<file path="config.mk">
export PLATFORM = sky130hd
export DESIGN_NAME = regfile_write_arbiter_flat
export DESIGN_NICKNAME = d
export VERILOG_FILES = /design/src/rtl/regfile_write_arbiter_if.sv /design/src/rtl/regfile_write_arbiter.sv /design/src/flat_wrapper.sv
export SDC_FILE = /design/constraint.sdc
export NUM_CORES = 1
export LEC_CHECK = 0
export BUFFER_PORTS_ARGS = -buffer_cell sky130_fd_sc_hd__buf_2
export CORE_ASPECT_RATIO = 0.5
export CORE_MARGIN = 3
export CORE_UTILIZATION = 60
export CTS_BUF_LIST = sky130_fd_sc_hd__clkbuf_8
export DETAILED_ROUTE_END_ITERATION = 6
export GPL_ROUTABILITY_DRIVEN = 0
export GPL_TIMING_DRIVEN = 0
export PLACE_DENSITY = 0.89
export SLEW_MARGIN = 0
export SYNTH_ARGS = -nofsm -noshare
export SYNTH_HDL_FRONTEND = slang
export SYNTH_SLANG_ARGS = --single-unit
</file>
<file path="constraint.sdc">
create_clock -name clk -period 5.9 [get_ports clk]
set_input_delay 0.295 -clock clk [delete_from_list [all_inputs] [get_ports clk]]
set_output_delay 0.295 -clock clk [all_outputs]
set_load 0.005 [all_outputs]
</file>
<file path="src/rtl/regfile_write_arbiter_if.sv">
// Bundle of the WB, MDU, hazard-query and register-file write-port signals
// around regfile_write_arbiter.
interface regfile_write_arbiter_if;
  logic        wb_valid;
  logic [4:0]  wb_reg;
  logic [31:0] wb_data;
  logic [1:0]  wb_load_mode;
  logic        mdu_valid;
  logic [4:0]  mdu_reg;
  logic [31:0] mdu_data;
  logic        mdu_ready;
  logic [4:0]  id_rs;
  logic [4:0]  id_rt;
  logic        hazard;
  logic        stall_req;
  logic        RegWrite;
  logic [4:0]  write_register;
  logic [31:0] write_data;
  logic [1:0]  load_mode;
  logic        grant_mdu;

  modport master (
    output wb_valid, wb_reg, wb_data, wb_load_mode,
    output mdu_valid, mdu_reg, mdu_data, id_rs, id_rt,
    input  mdu_ready, hazard, stall_req,
    input  RegWrite, write_register, write_data, load_mode, grant_mdu
  );

  modport slave (
    input  wb_valid, wb_reg, wb_data, wb_load_mode,
    input  mdu_valid, mdu_reg, mdu_data, id_rs, id_rt,
    output mdu_ready, hazard, stall_req,
    output RegWrite, write_register, write_data, load_mode, grant_mdu
  );
endinterface

</file>
<file path="src/rtl/regfile_write_arbiter.sv">
// Register-file write-port arbiter: WB has absolute priority, MDU results are
// bypassed when the port is idle or else queued in order, with WAW kill.
module regfile_write_arbiter #(
  parameter int unsigned DEPTH        = 4,
  parameter int unsigned STARVE_LIMIT = 8
) (
  input logic              clk,
  input logic              reset,
  regfile_write_arbiter_if.slave bus
);
  localparam int unsigned AW = $clog2(DEPTH);
  localparam int unsigned CW = AW + 1;
  localparam int unsigned SW = $clog2(STARVE_LIMIT + 1);

  typedef logic [AW-1:0] ptr_t;

  logic [DEPTH-1:0] valid_q, valid_d;
  logic [4:0]       reg_q  [DEPTH];
  logic [4:0]       reg_d  [DEPTH];
  logic [31:0]      data_q [DEPTH];
  logic [31:0]      data_d [DEPTH];
  ptr_t             rd_ptr_q, rd_ptr_d, wr_ptr_q, wr_ptr_d;
  logic [CW-1:0]    count_q, count_d;
  logic [SW-1:0]    starve_cnt_q, starve_cnt_d;
  logic             stall_q, stall_d;

  logic empty, full, head_valid, wb_write, bypass, transfer, push, pop;

  always_comb begin
    empty      = (count_q == '0);
    full       = (count_q == CW'(DEPTH));
    head_valid = !empty && valid_q[rd_ptr_q];
    wb_write   = bus.wb_valid && (bus.wb_reg != 5'd0);
    transfer   = bus.mdu_valid && !full;
    bypass     = !bus.wb_valid && empty && bus.mdu_valid && (bus.mdu_reg != 5'd0);
    push       = transfer && !bypass && (bus.mdu_reg != 5'd0);
    // A killed head leaves silently even while WB owns the port.
    pop        = !empty && (!valid_q[rd_ptr_q] || !bus.wb_valid);
  end

  always_comb begin
    valid_d  = valid_q;
    reg_d    = reg_q;
    data_d   = data_q;
    rd_ptr_d = rd_ptr_q;
    wr_ptr_d = wr_ptr_q;
    count_d  = count_q;
    if (pop) begin
      valid_d[rd_ptr_q] = 1'b0;
      rd_ptr_d          = rd_ptr_q + ptr_t'(1);
    end
    if (wb_write) begin
      for (int unsigned i = 0; i < DEPTH; i++) begin
        if (reg_q[i] == bus.wb_reg) valid_d[i] = 1'b0;
      end
    end
    // Push after the kill so a same-cycle entry for the WB register survives.
    if (push) begin
      valid_d[wr_ptr_q] = 1'b1;
      reg_d[wr_ptr_q]   = bus.mdu_reg;
      data_d[wr_ptr_q]  = bus.mdu_data;
      wr_ptr_d          = wr_ptr_q + ptr_t'(1);
    end
    unique case ({push, pop})
      2'b10:   count_d = count_q + CW'(1);
      2'b01:   count_d = count_q - CW'(1);
      default: count_d = count_q;
    endcase
  end

  always_comb begin
    starve_cnt_d = starve_cnt_q;
    stall_d      = stall_q;
    if (pop || empty) begin
      starve_cnt_d = '0;
      stall_d      = 1'b0;
    end else begin
      if (head_valid && bus.wb_valid && (starve_cnt_q != SW'(STARVE_LIMIT))) begin
        starve_cnt_d = starve_cnt_q + SW'(1);
      end
      if (starve_cnt_d == SW'(STARVE_LIMIT)) stall_d = 1'b1;
    end
  end

  always_ff @(posedge clk) begin
    if (reset) begin
      valid_q      <= '0;
      rd_ptr_q     <= '0;
      wr_ptr_q     <= '0;
      count_q      <= '0;
      starve_cnt_q <= '0;
      stall_q      <= 1'b0;
    end else begin
      valid_q      <= valid_d;
      rd_ptr_q     <= rd_ptr_d;
      wr_ptr_q     <= wr_ptr_d;
      count_q      <= count_d;
      starve_cnt_q <= starve_cnt_d;
      stall_q      <= stall_d;
    end
  end

  // Payload needs no reset; it is only ever observed behind a valid bit.
  always_ff @(posedge clk) begin
    reg_q  <= reg_d;
    data_q <= data_d;
  end

  always_comb begin
    bus.hazard = 1'b0;
    for (int unsigned i = 0; i < DEPTH; i++) begin
      if (valid_q[i] && (((reg_q[i] == bus.id_rs) && (bus.id_rs != 5'd0)) ||
                         ((reg_q[i] == bus.id_rt) && (bus.id_rt != 5'd0)))) begin
        bus.hazard = 1'b1;
      end
    end
  end

  always_comb begin
    bus.mdu_ready      = !full;
    bus.stall_req      = stall_q;
    bus.RegWrite       = 1'b0;
    bus.write_register = 5'd0;
    bus.write_data     = 32'd0;
    bus.load_mode      = 2'd0;
    bus.grant_mdu      = 1'b0;
    if (wb_write) begin
      bus.RegWrite       = 1'b1;
      bus.write_register = bus.wb_reg;
      bus.write_data     = bus.wb_data;
      bus.load_mode      = bus.wb_load_mode;
    end else if (!bus.wb_valid && head_valid) begin
      bus.RegWrite       = 1'b1;
      bus.write_register = reg_q[rd_ptr_q];
      bus.write_data     = data_q[rd_ptr_q];
      bus.grant_mdu      = 1'b1;
    end else if (bypass) begin
      bus.RegWrite       = 1'b1;
      bus.write_register = bus.mdu_reg;
      bus.write_data     = bus.mdu_data;
      bus.grant_mdu      = 1'b1;
    end
  end
endmodule
</file>
<file path="src/flat_wrapper.sv">
// flat-port wrapper written by rule: the top's interface ports become plain ports
module regfile_write_arbiter_flat 
#(
  parameter int unsigned DEPTH        = 4,
  parameter int unsigned STARVE_LIMIT = 8
)
  (clk, reset, bus_wb_valid, bus_wb_reg, bus_wb_data, bus_wb_load_mode, bus_mdu_valid, bus_mdu_reg, bus_mdu_data, bus_id_rs, bus_id_rt, bus_mdu_ready, bus_hazard, bus_stall_req, bus_RegWrite, bus_write_register, bus_write_data, bus_load_mode, bus_grant_mdu);
  regfile_write_arbiter_if bus_i ();
  input logic clk;
  input logic reset;
  input wire logic [$bits(bus_i.wb_valid)-1:0] bus_wb_valid;
  input wire logic [$bits(bus_i.wb_reg)-1:0] bus_wb_reg;
  input wire logic [$bits(bus_i.wb_data)-1:0] bus_wb_data;
  input wire logic [$bits(bus_i.wb_load_mode)-1:0] bus_wb_load_mode;
  input wire logic [$bits(bus_i.mdu_valid)-1:0] bus_mdu_valid;
  input wire logic [$bits(bus_i.mdu_reg)-1:0] bus_mdu_reg;
  input wire logic [$bits(bus_i.mdu_data)-1:0] bus_mdu_data;
  input wire logic [$bits(bus_i.id_rs)-1:0] bus_id_rs;
  input wire logic [$bits(bus_i.id_rt)-1:0] bus_id_rt;
  output wire logic [$bits(bus_i.mdu_ready)-1:0] bus_mdu_ready;
  output wire logic [$bits(bus_i.hazard)-1:0] bus_hazard;
  output wire logic [$bits(bus_i.stall_req)-1:0] bus_stall_req;
  output wire logic [$bits(bus_i.RegWrite)-1:0] bus_RegWrite;
  output wire logic [$bits(bus_i.write_register)-1:0] bus_write_register;
  output wire logic [$bits(bus_i.write_data)-1:0] bus_write_data;
  output wire logic [$bits(bus_i.load_mode)-1:0] bus_load_mode;
  output wire logic [$bits(bus_i.grant_mdu)-1:0] bus_grant_mdu;
  assign bus_i.wb_valid = bus_wb_valid;
  assign bus_i.wb_reg = bus_wb_reg;
  assign bus_i.wb_data = bus_wb_data;
  assign bus_i.wb_load_mode = bus_wb_load_mode;
  assign bus_i.mdu_valid = bus_mdu_valid;
  assign bus_i.mdu_reg = bus_mdu_reg;
  assign bus_i.mdu_data = bus_mdu_data;
  assign bus_i.id_rs = bus_id_rs;
  assign bus_i.id_rt = bus_id_rt;
  assign bus_mdu_ready = bus_i.mdu_ready;
  assign bus_hazard = bus_i.hazard;
  assign bus_stall_req = bus_i.stall_req;
  assign bus_RegWrite = bus_i.RegWrite;
  assign bus_write_register = bus_i.write_register;
  assign bus_write_data = bus_i.write_data;
  assign bus_load_mode = bus_i.load_mode;
  assign bus_grant_mdu = bus_i.grant_mdu;
  regfile_write_arbiter #(.DEPTH(DEPTH), .STARVE_LIMIT(STARVE_LIMIT)) u_core (.clk(clk), .reset(reset), .bus(bus_i));
endmodule
</file>
Word-level counts from Yosys, hierarchy flattened
Cells that the tools add are included.
{"block": "totals", "ff_bits": 164, "in_bits": 90, "out_inout_bits": 44, "word_cells": 136}
{"block": "classes", "addsub": 5, "order_cmp": 7, "eq_ne": 17, "n_mux": 43, "bitwise_logic": 5, "reduce_logical": 45}
{"op": "2-to-1 mux 32 bit", "count": 6}
{"op": "bitwise mux 128 bit", "count": 1}
{"op": "binary-select mux 32 bit (select 2 bit)", "count": 1}
{"op": "demux 32 bit (select 2 bit)", "count": 1}
{"op": "== test 5 bit", "count": 12}
{"op": "2-to-1 mux 5 bit", "count": 6}
{"op": "logical AND 1 bit", "count": 27}
{"op": "bitwise mux 20 bit", "count": 1}
{"op": "2-to-1 mux 4 bit", "count": 5}
{"op": "nonzero test 5 bit", "count": 4}
{"op": "2-to-1 mux 1 bit", "count": 15}
{"op": "binary-select mux 5 bit (select 2 bit)", "count": 1}
{"op": "demux 5 bit (select 2 bit)", "count": 1}
{"op": "greater-or-equal comparator 3 bit, second input constant", "count": 2}
{"op": "logical OR 1 bit", "count": 6}
{"op": "less-than comparator 2 x 3 -> 1 bit, second input constant", "count": 2}
{"op": "inverter 2 -> 3 bit", "count": 2}
{"op": "one-hot mux 3 bit (2 select lines)", "count": 1}
{"op": "zero test 1 bit", "count": 5}
{"op": "adder 2 x 1 -> 2 bit, second input constant", "count": 2}
{"op": "adder 4 x 1 -> 4 bit, second input constant", "count": 1}
{"op": "AND 4 bit", "count": 1}
{"op": "demux 1 bit (select 2 bit)", "count": 2}
{"op": "== test 4 bit, second input constant", "count": 1}
{"op": "15 further kinds", "count": 16}

Logic depth before layout (Yosys ltp)
{"block": "depth", "ltp_word": 11, "ltp_mapped": 11, "depth_no_buf": 10}

Worst setup path after synthesis
OpenSTA, ideal clock, no wires.
{"block": "synth_timing", "path_kind": "flip-flop to flip-flop", "from": "register u_core.rd_ptr_q[0]", "to": "register u_core.count_q[2]", "setup_time_ps": 70, "t_arrival_ps": 2492, "required_time_ps": 5830, "setup_slack_ps": 3338, "stages_incl_launch_ff": 9, "n_path_buf": 0, "path_cell_list": "dfxtp_1 > mux4_2 > a21oi_2 > ha_1 > inv_1 > fa_1 > xor2_1 > or3_1 > a21oi_1"}
{"block": "synth_between", "elab_chain_cells": 7, "word_cells_on_any_way": 9, "cone_classes": "eq/ne: 2; mux: 3; reduce/logical: 4"}
{"element": "start: declaration", "line": "regfile_write_arbiter.sv:22", "rtl": "ptr_t rd_ptr_q, rd_ptr_d, wr_ptr_q, wr_ptr_d;"}
{"element": "start signal: assignment", "line": "regfile_write_arbiter.sv:95", "rtl": "rd_ptr_q <= rd_ptr_d;"}
{"element": "binary-select mux 1 bit (select 2 bit) (*)", "line": "regfile_write_arbiter.sv:38", "rtl": "pop = !empty && (!valid_q[rd_ptr_q] || !bus.wb_valid);"}
{"element": "2-to-1 mux 1 bit (implied by the code) (*)", "line": "regfile_write_arbiter.sv:38"}
{"element": "zero test 1 bit (*)", "line": "regfile_write_arbiter.sv:38"}
{"element": "logical OR 1 bit (*)", "line": "regfile_write_arbiter.sv:38"}
{"element": "logical AND 1 bit (*)", "line": "regfile_write_arbiter.sv:38"}
{"element": "== test 2 x 1 -> 1 bit / == test 2 bit (equally long branches)", "line": "regfile_write_arbiter.sv:64", "rtl": "unique case ({push, pop})"}
{"element": "one-hot mux 3 bit (2 select lines) / nonzero test 2 bit (equally long branches)"}
{"element": "end signal: assignment", "line": "regfile_write_arbiter.sv:97", "rtl": "count_q <= count_d;"}
{"element": "end: declaration", "line": "regfile_write_arbiter.sv:23", "rtl": "logic [CW-1:0] count_q, count_d;"}
Mark *: on every way between the ends. The rest lies on a longest branch, timed or not. The select of a mux whose other input is x is not followed.
A chain may end at the register's enable or synchronous reset.

Final worst setup path
{"block": "layout_timing", "from": "register u_core.rd_ptr_q[0]", "to": "output bus_write_data[21]"}
{"block": "layout_between", "elab_chain_cells": 6, "word_cells_on_any_way": 10, "cone_classes": "mux: 7; bitwise: 1; reduce/logical: 2"}
{"element": "inverter 2 -> 3 bit (implied by the code) / binary-select mux 1 bit (select 2 bit) (equally long branches)", "line": "regfile_write_arbiter.sv:135, regfile_write_arbiter.sv:32"}
{"element": "binary-select mux 32 bit (select 2 bit) / 2-to-1 mux 1 bit (equally long branches)", "line": "regfile_write_arbiter.sv:135, regfile_write_arbiter.sv:32"}
{"element": "2-to-1 mux 32 bit (implied by the code) / logical AND 1 bit (equally long branches)", "line": "regfile_write_arbiter.sv:135, regfile_write_arbiter.sv:32"}
{"element": "2-to-1 mux 32 bit (implied by the code) / logical AND 1 bit (equally long branches)", "line": "regfile_write_arbiter.sv:135, regfile_write_arbiter.sv:132"}
{"element": "2-to-1 mux 32 bit (*)", "line": "regfile_write_arbiter.sv:132", "rtl": "end else if (!bus.wb_valid && head_valid) begin"}
{"element": "2-to-1 mux 32 bit (*)", "line": "regfile_write_arbiter.sv:127", "rtl": "if (wb_write) begin"}
{"element": "end: declaration", "line": "flat_wrapper.sv:25", "rtl": "output wire logic [$bits(bus_i.write_data)-1:0] bus_write_data;"}
Marked as above.

==> impl_metrics.ini <==
[logic_synthesis]
yosysWarningCount = 0
yosysTopAreaCell = edfxtp_1
synth-seq-area-share_pct = 61.4
ys.flop_type = edfxtp_1
syn-cell-area_um2 = 7760
ys_ff_latch = 164
muxShareOfSynthArea_pct = 11.4
syn_nets = 647
yosysTopAreaCellShare_pct = 57.2
synth_top_family_by_area = multiplexers
synth_area_per_cell_um2 = 14.2
ys_async_sr_fraction_pct = 0
synth-compound-area-share_pct = 7.57
synth_xor_area_share_pct = 7.56
yosys-top-cells-area = edfxtp_1 (57%), mux4_2 (11%), dfxtp_1 (4.1%)
synth-simple-area-share_pct = 5.58
yosysUniqueCellTypes = 40
synthCells = 545
synth_edf_count = 148
synth_fa_ha_area_share_pct = 2.03

[place]
dp.cells = 832
dp_hpwl_um = 12500
place.port_buffers = 118

[sta]
finalHoldViolations = 0
layout_min_cycle_time_ns = 3.39
slew-limit-headroom_pct = 49.6
grt_setup_unrepaired = false
tns_ns = 0
slew_violations = 0
final.period_utilization_pct = 57.4
setup_violations = 0
worstMarginPinSlew_ns = 0.756
fin_skew_ns = 0.00644
timing.fmax_mhz = 295

[clock_tree]
cts_hold_buffers = 0
path_clk_slew_ns = 0.08
clock_latency_ns = 0.45
cts_resized = 0
clkSinkCount = 164
numCtsBuffers = 17
cts_buffer_depth = 2
cts_setup_buffers = 0
cts_max_level = 4
cts_tree = done
clockRootBuffer = clkbuf_8

[hold_path]
hold_class = input port to flip-flop

[die]
die_y_um = 86.4
initial_utilization_pct = 63.5
io_pins = 134
rows = 28
die_width_um = 167
dieArea_um2 = 14400
core_area_um2 = 12200

[pwr]
p_int_mw = 2.40
p_comb_share_pct = 30.3
p_leak_nw = 3.37
power_mw = 3.43
cellPowerDensity_nw_per_um2 = 376
netSwitchingPower_mw = 1.03
clkPwrFrac_pct = 27.1
swShare_pct = 30.0
ir_worst_vdd_uv = 190
seq_power_share_pct = 42.6

[grt]
antenna_found_initial = 0
use_met1_pct = 34.2
use_met2_pct = 44.2
met3_usage_pct = 5.79
grt_pass1_vias = 5347
grt_overflow_total = 0
track_usage_pct = 26.5
grt_max_degree = 35
grt_pass1_wl_um = 29000
top_usage_layer = met2

[finish]
fin_cells = 865
drive_gt1_share_pct = 30.2
nNetsFinal = 788
utilization_pct = 74.5
syn_to_final_growth_pct = 17.3

[worst_setup_path]
end_kind = output port
crit_arrival_ns = 3.09
critPathKind = flip-flop to output port
crit_fanout = 10
crit_path_start_kind = flip-flop
required_ns = 5.61

[run_status]
outcome = finished clean

[detailed_routing]
ant_nets = 0
drc_errors = 0
dr.first_iter.drc_count = 485
vias = 5263
dr.pass1.iters = 6
viasPerCell = 6.08
detail_route.wl_per_cell_um = 21.4
wirelength_um = 18600

[run]
drv_cap = 0
[through the flow]
step | area [um2] | hold slack (ns) | worst slack (ns)
global route | 9110 | 0.0361 | 2.42
floorplan | 7760 | 0.364 | 3.34
detailed placement | 8650 | 0.510 | 2.99
CTS | 9110 | 0.0199 | 2.57
finish | 9110 | 0.0404 | 2.51
global placement | 8560 | 0.484 | 2.34
[registers in the layout (all words and copies together), names as in the netlist]
name,count
u_core.starve_cnt_q,4
u_core.rd_ptr_q,2
u_core.reg_q,20
u_core.wr_ptr_q,2
u_core.bus.stall_req,1
u_core.valid_q,4
u_core.count_q,3
u_core.data_q,128
[path summary, 6_finish.rpt]
path                            cells after the start                  to  slack, ns               start
worst max register to register                      8   u_core.count_q[2]       2.88  u_core.rd_ptr_q[0]
worst min-delay path                                2   u_core.count_q[2]       0.04               reset
worst min register to register                      2   u_core.count_q[2]       0.55   u_core.count_q[2]
worst max-delay path                                6  bus_write_data[21]       2.51  u_core.rd_ptr_q[0]
[area by class of cell]
type | count | area (um2)
sequential | 164 | 4760
clock buffer | 20 | 275
fill | 743 | 3120
antenna | 1 | 2.50
timing repair buffer | 122 | 671
tap | 165 | 206
clock inverter | 12 | 186
inverter | 49 | 184
multi-input combinational | 293 | 2660
buffer | 39 | 163
[Yosys cell counts (2+ instances only)]
library cell  instances
a21oi_1               3
a22oi_1              37
a32oi_1               4
and2_1                7
buf_2                13
clkbuf_1             26
dfxtp_1              16
edfxtp_1            148
ha_1                 11
inv_1                49
mux2i_1               2
mux4_2               38
nand2_1               9
nand3_1              11
nand4_1               5
nor2_1               22
nor2b_1               2
nor3_1                5
nor3_2                2
nor4_1                8
o21ai_0              39
o21ai_1               3
or4_1                 3
xnor2_1              35
xor2_1               32
[cells in the final DEF, fill, tap and decap left out, types with 4 or more instances in the layout]
master / instances
nand3_1: 11
ha_1: 11
a32oi_1: 4
nor2_1: 22
dfxtp_1: 16
clkbuf_1: 26
xnor2_1: 35
a22oi_1: 37
nand4_1: 5
mux4_2: 38
buf_2: 131
edfxtp_1: 148
buf_12: 4
inv_1: 52
xor2_1: 32
o21ai_0: 39
nor4_1: 8
nor3_1: 5
and2_2: 4
clkbuf_8: 20
nand2_1: 9
bufinv_16: 5
[power by group through the flow]
| stage | combinational (mW) | sequential (mW) | clock, mW |
|---|---|---|---|
| floorplan | 0.719 | 1.46 | 0 |
| global placement | 0.974 | 1.48 | 0 |
| detailed placement | 1.02 | 1.48 | 0 |
| CTS | 1.04 | 1.46 | 0.935 |
| global route | 1.14 | 1.47 | 0.980 |
| finish | 1.04 | 1.46 | 0.928 |
[cell families (layout without fill, tap and decap cells)]
| group | after synthesis | count (layout) |
|---|---|---|
| fa+ha+maj | 12 | 12 |
| mux | 41 | 41 |
| other cells | 0 | 1 |
| compound gates | 92 | 92 |
| buf+inv | 88 | 242 |
| xor+xnor | 67 | 67 |
| simple gates | 81 | 81 |
| flops | 164 | 164 |
[routing by layer]
metal,up-vias,share of wire [%]
met5,-,0
met4,0,2.7
met3,48,8.9
met2,315,50
met1,2577,39
li1,2323,-
[critical path, cell delays in order, from the launching register on]
cell and delay, ns:
dfxtp_1 0.55, mux4_2 0.63, nand2_1 0.14, clkbuf_1 0.52, clkbuf_1 0.44, o21ai_0 0.21
buf_2 0.16
(Power assumes the default switching activity.)
